File: src/rtl/seq_multiplier_pkg.sv
// +----------------------------------------------------------------------+
// | seq_multiplier_pkg : FSM encodings and width helper for seq_multiplier |
// | Rev 1.0                                                               |
// +----------------------------------------------------------------------+
`default_nettype none

package seq_multiplier_pkg;

  localparam logic [1:0] ST_IDLE = 2'd0;
  localparam logic [1:0] ST_CALC = 2'd1;
  localparam logic [1:0] ST_DONE = 2'd2;

  // Step counter width: enough to hold WIDTH-1, never narrower than one bit.
  function automatic int cnt_width(input int width);
    return (width <= 2) ? 1 : $clog2(width);
  endfunction

endpackage

`default_nettype wire

File: src/rtl/seq_multiplier_add_step.sv
// +----------------------------------------------------------------------+
// | mult_add_step : conditional add of shifted multiplicand to accumulator |
// | Rev 1.0                                                               |
// +----------------------------------------------------------------------+
`default_nettype none

module mult_add_step #(
  parameter int WIDTH = 8,
  parameter int CNT_W = 3
) (
  input  logic [2*WIDTH-1:0] acc_in,
  input  logic [WIDTH-1:0]   mcand,
  input  logic [CNT_W-1:0]   shift,
  input  logic               en,
  output logic [2*WIDTH-1:0] acc_out
);

  logic [2*WIDTH-1:0] w_shifted;

  assign w_shifted = {{WIDTH{1'b0}}, mcand} << shift;
  assign acc_out   = en ? (acc_in + w_shifted) : acc_in;

endmodule

`default_nettype wire

File: src/rtl/seq_multiplier.sv
// +----------------------------------------------------------------------+
// | seq_multiplier : shift-add multiplier, one partial product per clock  |
// | Rev 1.0                                                               |
// +----------------------------------------------------------------------+
`default_nettype none

module seq_multiplier
  import seq_multiplier_pkg::*;
#(
  parameter int WIDTH     = 8,
  parameter bit SIGNED_EN = 1'b1
) (
  input  logic               clock,
  input  logic               reset_n,
  input  logic               in_valid,
  output logic               in_ready,
  input  logic [WIDTH-1:0]   in_a,
  input  logic [WIDTH-1:0]   in_b,
  input  logic               in_signed,
  output logic               out_valid,
  input  logic               out_ready,
  output logic [2*WIDTH-1:0] out_res
);

  localparam int CNT_W = cnt_width(WIDTH);
  localparam int RES_W = 2 * WIDTH;

  logic [1:0]       state_q,  state_d;
  logic [WIDTH-1:0] mcand_q,  mcand_d;
  logic [WIDTH-1:0] mplier_q, mplier_d;
  logic [RES_W-1:0] acc_q,    acc_d;
  logic [CNT_W-1:0] count_q,  count_d;
  logic             neg_q,    neg_d;
  logic [RES_W-1:0] res_q,    res_d;

  logic             w_signed_mode;
  logic [WIDTH-1:0] w_a_mag;
  logic [WIDTH-1:0] w_b_mag;
  logic [RES_W-1:0] w_step_sum;

  generate
    if (SIGNED_EN) begin : g_signed
      assign w_signed_mode = in_signed;
    end else begin : g_unsigned
      assign w_signed_mode = 1'b0;
    end
  endgenerate

  // -2^(WIDTH-1) negates to itself, which read as unsigned is its magnitude.
  assign w_a_mag = (w_signed_mode && in_a[WIDTH-1]) ? -in_a : in_a;
  assign w_b_mag = (w_signed_mode && in_b[WIDTH-1]) ? -in_b : in_b;

  mult_add_step #(
    .WIDTH (WIDTH),
    .CNT_W (CNT_W)
  ) u_add_step (
    .acc_in  (acc_q),
    .mcand   (mcand_q),
    .shift   (count_q),
    .en      (mplier_q[0]),
    .acc_out (w_step_sum)
  );

  assign in_ready  = (state_q == ST_IDLE);
  assign out_valid = (state_q == ST_DONE);
  assign out_res   = res_q;

  always_comb begin
    state_d  = state_q;
    mcand_d  = mcand_q;
    mplier_d = mplier_q;
    acc_d    = acc_q;
    count_d  = count_q;
    neg_d    = neg_q;
    res_d    = res_q;
    case (state_q)
      ST_IDLE: begin
        if (in_valid) begin
          mcand_d  = w_a_mag;
          mplier_d = w_b_mag;
          neg_d    = w_signed_mode & (in_a[WIDTH-1] ^ in_b[WIDTH-1]);
          acc_d    = '0;
          count_d  = '0;
          state_d  = ST_CALC;
        end
      end
      ST_CALC: begin
        acc_d    = w_step_sum;
        mplier_d = mplier_q >> 1;
        count_d  = count_q + 1'b1;
        if (count_q == CNT_W'(WIDTH - 1)) begin
          res_d   = neg_q ? -w_step_sum : w_step_sum;
          state_d = ST_DONE;
        end
      end
      ST_DONE: begin
        if (out_ready) begin
          state_d = ST_IDLE;
        end
      end
      default: begin
        state_d = ST_IDLE;
      end
    endcase
  end

  always_ff @(posedge clock or negedge reset_n) begin
    if (!reset_n) begin
      state_q  <= ST_IDLE;
      mcand_q  <= '0;
      mplier_q <= '0;
      acc_q    <= '0;
      count_q  <= '0;
      neg_q    <= 1'b0;
      res_q    <= '0;
    end else begin
      state_q  <= state_d;
      mcand_q  <= mcand_d;
      mplier_q <= mplier_d;
      acc_q    <= acc_d;
      count_q  <= count_d;
      neg_q    <= neg_d;
      res_q    <= res_d;
    end
  end

endmodule

`default_nettype wire

File: config.mk
export PLATFORM = sky130hd
export DESIGN_NAME = seq_multiplier
export DESIGN_NICKNAME = d
export VERILOG_FILES = /design/src/rtl/seq_multiplier_pkg.sv /design/src/rtl/seq_multiplier_add_step.sv /design/src/rtl/seq_multiplier.sv
export SDC_FILE = /design/constraint.sdc
export NUM_CORES = 1
export LEC_CHECK = 0
export CAP_MARGIN = 5
export CORE_MARGIN = 4
export CORE_UTILIZATION = 55
export CTS_CLUSTER_SIZE = 20
export DETAILED_ROUTE_END_ITERATION = 8
export HOLD_SLACK_MARGIN = 0.06
export PLACE_DENSITY = 0.84
export SLEW_MARGIN = 20
export SYNTH_ARGS = -nofsm -noshare
export SYNTH_HDL_FRONTEND = slang
export SYNTH_HIERARCHICAL = 1
export SYNTH_SLANG_ARGS = --single-unit
export TNS_END_PERCENT = 5
File: constraint.sdc
create_clock -name clock -period 6 [get_ports clock]
set_input_delay 1.2 -clock clock [delete_from_list [all_inputs] [get_ports clock]]
set_output_delay 1.2 -clock clock [all_outputs]
set_load 0.005 [all_outputs]
==> flow_summary.json, run 1 <==
{
  "avgSynthCellArea_um2": 8.39,
  "postCtsHoldBufs": 0,
  "clkTransAtPathRegs_ns": 0.11,
  "syn_inst": 463,
  "place_ws_ns": 1.53,
  "crit_path_cell_trace": "mux2_2 -> o21ai_0 -> nor2_1 -> ha_1 -> o21a_2 -> a211oi_2 -> nor2_1 -> a41o_1 -> xor2_1 -> mux2_4 -> or4_1 -> or3_4 -> o41ai_4 -> xor2_1 -> o21ai_1",
  "place_area_um2": 4300,
  "drtIter0Drc": 158,
  "postRouteAntennaNets": 0,
  "slew_headroom_pct": 38.6,
  "hp-class": "reg -> reg",
  "synth-warning-count": 6,
  "root_buffer": "clkbuf_8",
  "ir_drop_mv": 0.247,
  "io-pin-count": 39,
  "h-tree-depth": 2,
  "path_class": "reg -> reg",
  "cp_top_family": "compound AO/OA/AOI/OAI gates",
  "period_share_pct": 75.0,
  "cts_tree": "done",
  "die_h_um": 92.0,
  "grt_max_degree": 55,
  "postCtsSetupRepairBufs": 0,
  "drt-vias-per-instance": 5.84,
  "insertion_delay_ns": 0.31,
  "synth_seq_cells": 54,
  "drive_gt1_share_pct": 7.17,
  "syn_nets": 505,
  "cts_inserted_buffers": 5,
  "cts_resized": 0,
  "fin_skew_ns": 0.00859,
  "grt_util_all_layers_pct": 21.5,
  "fin_ws_ns": 1.50,
  "routed_wl_um": 8930,
  "setup_tns_ns": 0,
  "worstPathMaxFanout": 12,
  "antenna_cells": 0,
  "ys_top_cells_by_area": "dfrtp_1, o21ai_0, nand2_1",
  "rsz0062_at_grt": "no",
  "area_growth_pct": 13.8,
  "grt_pass1_wl_um": 15000,
  "yosysTopAreaCell": "dfrtp_1",
  "cts_sinks": 54,
  "fill_cells": 587,
  "worst_pin_slew_ns": 0.921,
  "critPathSlowestCell": "dfrtp_1",
  "dr_wl_met3_um": 356,
  "critPathLaunchType": "register",
  "gp_congestion": 0.949,
  "cp.arrival_ns": 4.67,
  "firstDrtPassIters": 5,
  "avgRoutedWirePerCell_um": 15.3,
  "ys_seq_area_share_pct": 34.8,
  "crit_path_end_kind": "register",
  "slowest_delay_ns": 0.61,
  "num_vias": 3413,
  "antenna_found_initial": 0,
  "finalCriticalPeriod_ns": 4.50,
  "synth_commonest_cells": "nand2_1, o21ai_0, dfrtp_1, nor2_1",
  "max_freq_mhz": 222,
  "met1_length_um": 3810,
  "ys_types": 56,
  "core_um2": 6830,
  "initial_utilization_pct": 56.9,
  "synthArstFlopShare_pct": 100,
  "cap_violations": 0,
  "power_density_nw_per_um2": 633,
  "yosys.area.top_type_share_pct": 34.8,
  "cp.required_ns": 6.17,
  "final_nets": 529,
  "cts_buffer_depth": 2,
  "setup_viol": 0,
  "syn-cell-area_um2": 3880,
  "hpwl_um": 6660,
  "drc_errors": 0,
  "grt.overflow.total": 0,
  "p_leak_nw": 1.92,
  "detailroute.wirelength.met2_um": 4600,
  "stdcell_area_um2": 4420,
  "dr.max_layer_used": "met4",
  "yosysMostFrequentCell": "nand2_1",
  "synth-edff-count": 0,
  "grt_pass1_vias": 3386,
  "worst-path-buf-inv": 0,
  "ys.flop_type": "dfrtp_1",
  "finalMaxSlewViolations": 0,
  "numPortBuffers": 38,
  "finalHoldViolations": 0,
  "status": "finished clean",
  "rows": 30,
  "fp.dieW_um": 92.0,
  "die_area_um2": 8470
}
-- path summary, 6_finish.rpt --
kind	slack, ns	cells past startpoint	from	end
max reg2reg	1.50	15	count_q[0]$_DFFE_PN0P_	out_res[15]$_DFFE_PN0P_
min	0.49	2	out_res[11]$_DFFE_PN0P_	out_res[11]$_DFFE_PN0P_
max in group asynchronous	4.56	2	reset_n	mplier_q[7]$_DFFE_PN0P_
max	1.50	15	count_q[0]$_DFFE_PN0P_	out_res[15]$_DFFE_PN0P_
min reg2reg	0.49	2	out_res[11]$_DFFE_PN0P_	out_res[11]$_DFFE_PN0P_
min in group asynchronous	0.98	2	reset_n	acc_q[12]$_DFFE_PN0P_
-- cells by family (layout without fill, tap and decap cells) --
| group | Yosys count | in the layout | share of synthesized area (%) |
|---|---|---|---|
| compound gates | 137 | 137 | 21.8 |
| xor+xnor | 34 | 34 | 7.67 |
| fa+ha+maj | 21 | 21 | 6.96 |
| buf+inv | 36 | 61 | 3.74 |
| flops | 54 | 54 | 34.8 |
| mux | 27 | 27 | 7.70 |
| simple gates | 154 | 154 | 17.4 |
-- area by class of cell --
cell class	count	area [um^2]	share of cell area [%]
clock buffer	6	82.6	1.87
multi-input combinational	373	2390	54.0
tap	96	120	2.72
timing repair buffer	40	390	8.83
inverter	13	48.8	1.10
clock inverter	2	38.8	0.877
sequential	54	1350	30.6
-- state kept, by name, indices dropped and copies added (netlist names) --
| name | count |
|---|---|
| mcand_q | 8 |
| out_res | 16 |
| count_q | 3 |
| mplier_q | 8 |
| neg_q | 1 |
| acc_q | 16 |
| state_q | 2 |
-- metrics by stage --
step / hold WS, ns / instances / total power [mW] / utilization, %
after CTS: 0.493 / 584 / 2.78 / 64.7
final: 0.487 / 584 / 2.80 / 64.7
after detailed placement: 0.469 / 576 / 2.50 / 62.9
after floorplan: 0.459 / 463 / 2.04 / -
after global placement: 0.461 / 576 / 2.44 / 62.9
after global routing: 0.528 / 584 / 3.03 / 64.7
-- worst reg2reg max path, cell delays in order (launching register included) --
cell,delay (ns)
dfrtp_1,0.61
mux2_2,0.40
o21ai_0,0.21
nor2_1,0.07
ha_1,0.36
o21a_2,0.24
a211oi_2,0.25
nor2_1,0.11
a41o_1,0.30
xor2_1,0.15
mux2_4,0.29
or4_1,0.53
or3_4,0.38
o41ai_4,0.22
xor2_1,0.17
o21ai_1,0.08
-- routing by layer --
metal / vias to the layer above / global-route usage, %
met4: 0 / 6.56
met2: 85 / 40.6
li1: 1681 / -
met3: 20 / 3.12
met1: 1627 / 24.7
met5: - / 0
-- power breakdown --
group / leakage (nW) / total, mW / internal, mW / switching, mW
Combinational: 1.17 / 1.82 / 0.781 / 1.04
Clock: 0.0618 / 0.265 / 0.138 / 0.128
Sequential: 0.688 / 0.711 / 0.525 / 0.186
Total: 1.92 / 2.80 / 1.44 / 1.36
-- cells in the final DEF (no fill, tap or decap), types with 4 or more instances in the layout --
cell / instances
o21ai_0: 69
nand2b_1: 6
o22ai_1: 5
ha_1: 20
xor2_1: 20
mux2_2: 15
nor3_1: 6
a22oi_1: 5
clkdlybuf4s50_1: 37
o21ai_1: 4
dfrtp_1: 54
nor2_1: 24
nand2_1: 86
clkbuf_8: 6
xnor2_1: 14
mux2i_1: 10
inv_1: 13
a211oi_1: 4
nand3_1: 13
a21oi_1: 19
o31ai_1: 4
Note: power is estimated with default switching activity, not from simulation.
==> run 2: changes to the inputs <==
==> constraint.sdc (replaced) <==
create_clock -name clock -period 4.2 [get_ports clock]
set_input_delay 0.84 -clock clock [delete_from_list [all_inputs] [get_ports clock]]
set_output_delay 0.84 -clock clock [all_outputs]
set_load 0.005 [all_outputs]
==> flow_summary.json, run 2 (synthesis results as in run 1) <==
{
  "hpwl_um": 7080,
  "rr_startpoint": "count_q[0]$_DFFE_PN0P_",
  "clkTransAtPathRegs_ns": 0.11,
  "fin_skew_ns": 0.00887,
  "power_density_nw_per_um2": 966,
  "postRouteAntennaNets": 0,
  "cp.arrival_ns": 4.34,
  "hp-class": "reg -> reg",
  "cp.required_ns": 4.38,
  "grt_pass1_vias": 3472,
  "numPortBuffers": 38,
  "drt-vias-per-instance": 5.93,
  "min_from": "out_res[10]$_DFFE_PN0P_",
  "power_mw": 4.51,
  "finalHoldViolations": 0,
  "critPathLaunch": "count_q[0]$_DFFE_PN0P_",
  "rows": 30,
  "final_nets": 549,
  "cpMostUsedCell": "xor2_1",
  "cap_violations": 0,
  "critPathSlowestCell": "or4_4",
  "avgRoutedWirePerCell_um": 16.0,
  "root_buffer": "clkbuf_8",
  "io-pin-count": 39,
  "core_um2": 6830,
  "rrSetupSlack_ns": 0.04,
  "final_common_cell": "nand2_1",
  "routed_wl_um": 9680,
  "grt_pass1_wl_um": 15900,
  "drtIter0Drc": 199,
  "rsz0062_at_grt": "yes",
  "final_cell_mix": "nand2_1, o21ai_0, dfrtp_1",
  "ir_drop_mv": 0.462,
  "slew_headroom_pct": 37.7,
  "drive_gt1_share_pct": 14.4,
  "h-tree-depth": 2,
  "die_h_um": 92.0,
  "place_area_um2": 4420,
  "grt.overflow.total": 0,
  "finalMaxSlewViolations": 0,
  "slowest_delay_ns": 0.51,
  "insertion_delay_ns": 0.31,
  "crit_path_cell_trace": "buf_4 -> nand2b_4 -> nand2_1 -> o21ai_2 -> nor2_1 -> ha_2 -> o21a_4 -> a211oi_4 -> nor2_2 -> a41o_1 -> xor2_1 -> mux2_4 -> or4_4 -> or3_4 -> o41ai_4 -> xor2_1 -> o21ai_1",
  "period_share_pct": 99.0,
  "path_class": "reg -> reg",
  "hold_ws_ns": 0.488,
  "area_growth_pct": 20.1,
  "fp.dieW_um": 92.0,
  "status": "finished clean",
  "crit_path_end_kind": "register",
  "antenna_cells": 0,
  "worst_pin_slew_ns": 0.934,
  "max_freq_mhz": 240,
  "cts_buffer_depth": 2,
  "firstDrtPassIters": 4,
  "num_vias": 3580,
  "gp_congestion": 0.905,
  "antenna_found_initial": 0,
  "finalCriticalPeriod_ns": 4.16,
  "cts_sinks": 54,
  "stdcell_area_um2": 4670,
  "grt_util_all_layers_pct": 22.7,
  "fill_cells": 552,
  "die_area_um2": 8470,
  "cts_tree": "done",
  "critPathLaunchType": "register",
  "drc_errors": 0,
  "grt_max_degree": 40,
  "p_leak_nw": 2.03,
  "setup_viol": 0,
  "initial_utilization_pct": 56.9,
  "cts_inserted_buffers": 5,
  "worstPathMaxFanout": 5
}
==> run 2: cell count changes in the layout (fill, tap and decap cells not counted), sizes merged <==
| cell | delta |
|---|---|
| buf | +20 |
==> run 2: timing repair <==
item,4_1_cts,5_1_grt
hold buffers,0,0
endpoints found under the setup margin,3,5
resized for setup,8,23
hold endpoints to repair,0,0
buffers inserted,1,3
pin swaps,5,8
==> run 2: per-stage QoR <==
| step | std cells | TNS, ns | util [%] | setup slack, ns |
|---|---|---|---|---|
| CTS | 601 | -0.00297 | 66.9 | -0.00297 |
| global placement | 592 | 0 | 64.7 | 0.105 |
| floorplan | 463 | 0 | - | 0.0181 |
| global route | 604 | -0.235 | 68.3 | -0.112 |
| finish | 604 | 0 | 68.3 | 0.0409 |
| detailed placement | 592 | -0.217 | 64.7 | -0.0993 |
==> run 2: final cells by class <==
cell class	count	area [um^2]	share of cell area, %
Clock buffer	6	82.6	1.77
Clock inverter	2	38.8	0.831
Inverter	13	48.8	1.05
Multi-Input combinational cell	373	2480	53.2
Sequential cell	54	1350	29.0
Tap cell	96	120	2.57
Timing Repair Buffer	60	541	11.6
==> run 2: where the power goes <==
group	total, mW	switching, mW	internal, mW
clock	0.386	0.189	0.197
sequential	1.01	0.255	0.752
combinational	3.12	1.67	1.45
==> run 2: worst paths after layout <==
| path | endpoint | cells past startpoint |
|---|---|---|
| min | out_res[10]$_DFFE_PN0P_ | 2 |
| min reg2reg | out_res[10]$_DFFE_PN0P_ | 2 |
| max in group asynchronous | mcand_q[4]$_DFFE_PN0P_ | 2 |
| min in group asynchronous | acc_q[13]$_DFFE_PN0P_ | 1 |
| max | out_res[15]$_DFFE_PN0P_ | 17 |
| max reg2reg | out_res[15]$_DFFE_PN0P_ | 17 |
==> run 2: metal layers <==
metal | GRT usage, % | wire [um] | vias up
met3 | 3.04 | 419 | 29
li1 | - | - | 1721
met2 | 41.7 | 4980 | 108
met5 | 0 | 0 | -
met4 | 8.42 | 290 | 0
met1 | 26.7 | 3980 | 1722
==> run 2: worst max-delay path: cells and delay by family, from the launching register on <==
family | cells | cell delay, ns
multiplexers | 1 | 0.28
XOR/XNOR | 2 | 0.35
AND/OR/NAND/NOR | 6 | 1.35
adder cells (fa/ha/maj) | 1 | 0.31
AO/OA/AOI/OAI | 6 | 1.11
buffers and inverters | 1 | 0.16
flip-flops | 1 | 0.46
==> run 3: changes to the inputs <==
--- a/config.mk
+++ b/config.mk
@@ -12,7 +12,6 @@
 export DETAILED_ROUTE_END_ITERATION = 8
 export HOLD_SLACK_MARGIN = 0.06
 export PLACE_DENSITY = 0.84
-export SLEW_MARGIN = 20
 export SYNTH_ARGS = -nofsm -noshare
 export SYNTH_HDL_FRONTEND = slang
 export SYNTH_HIERARCHICAL = 1
==> results of run 3 <==
The final DEF is identical to that of run 2; final timing and power are the same.
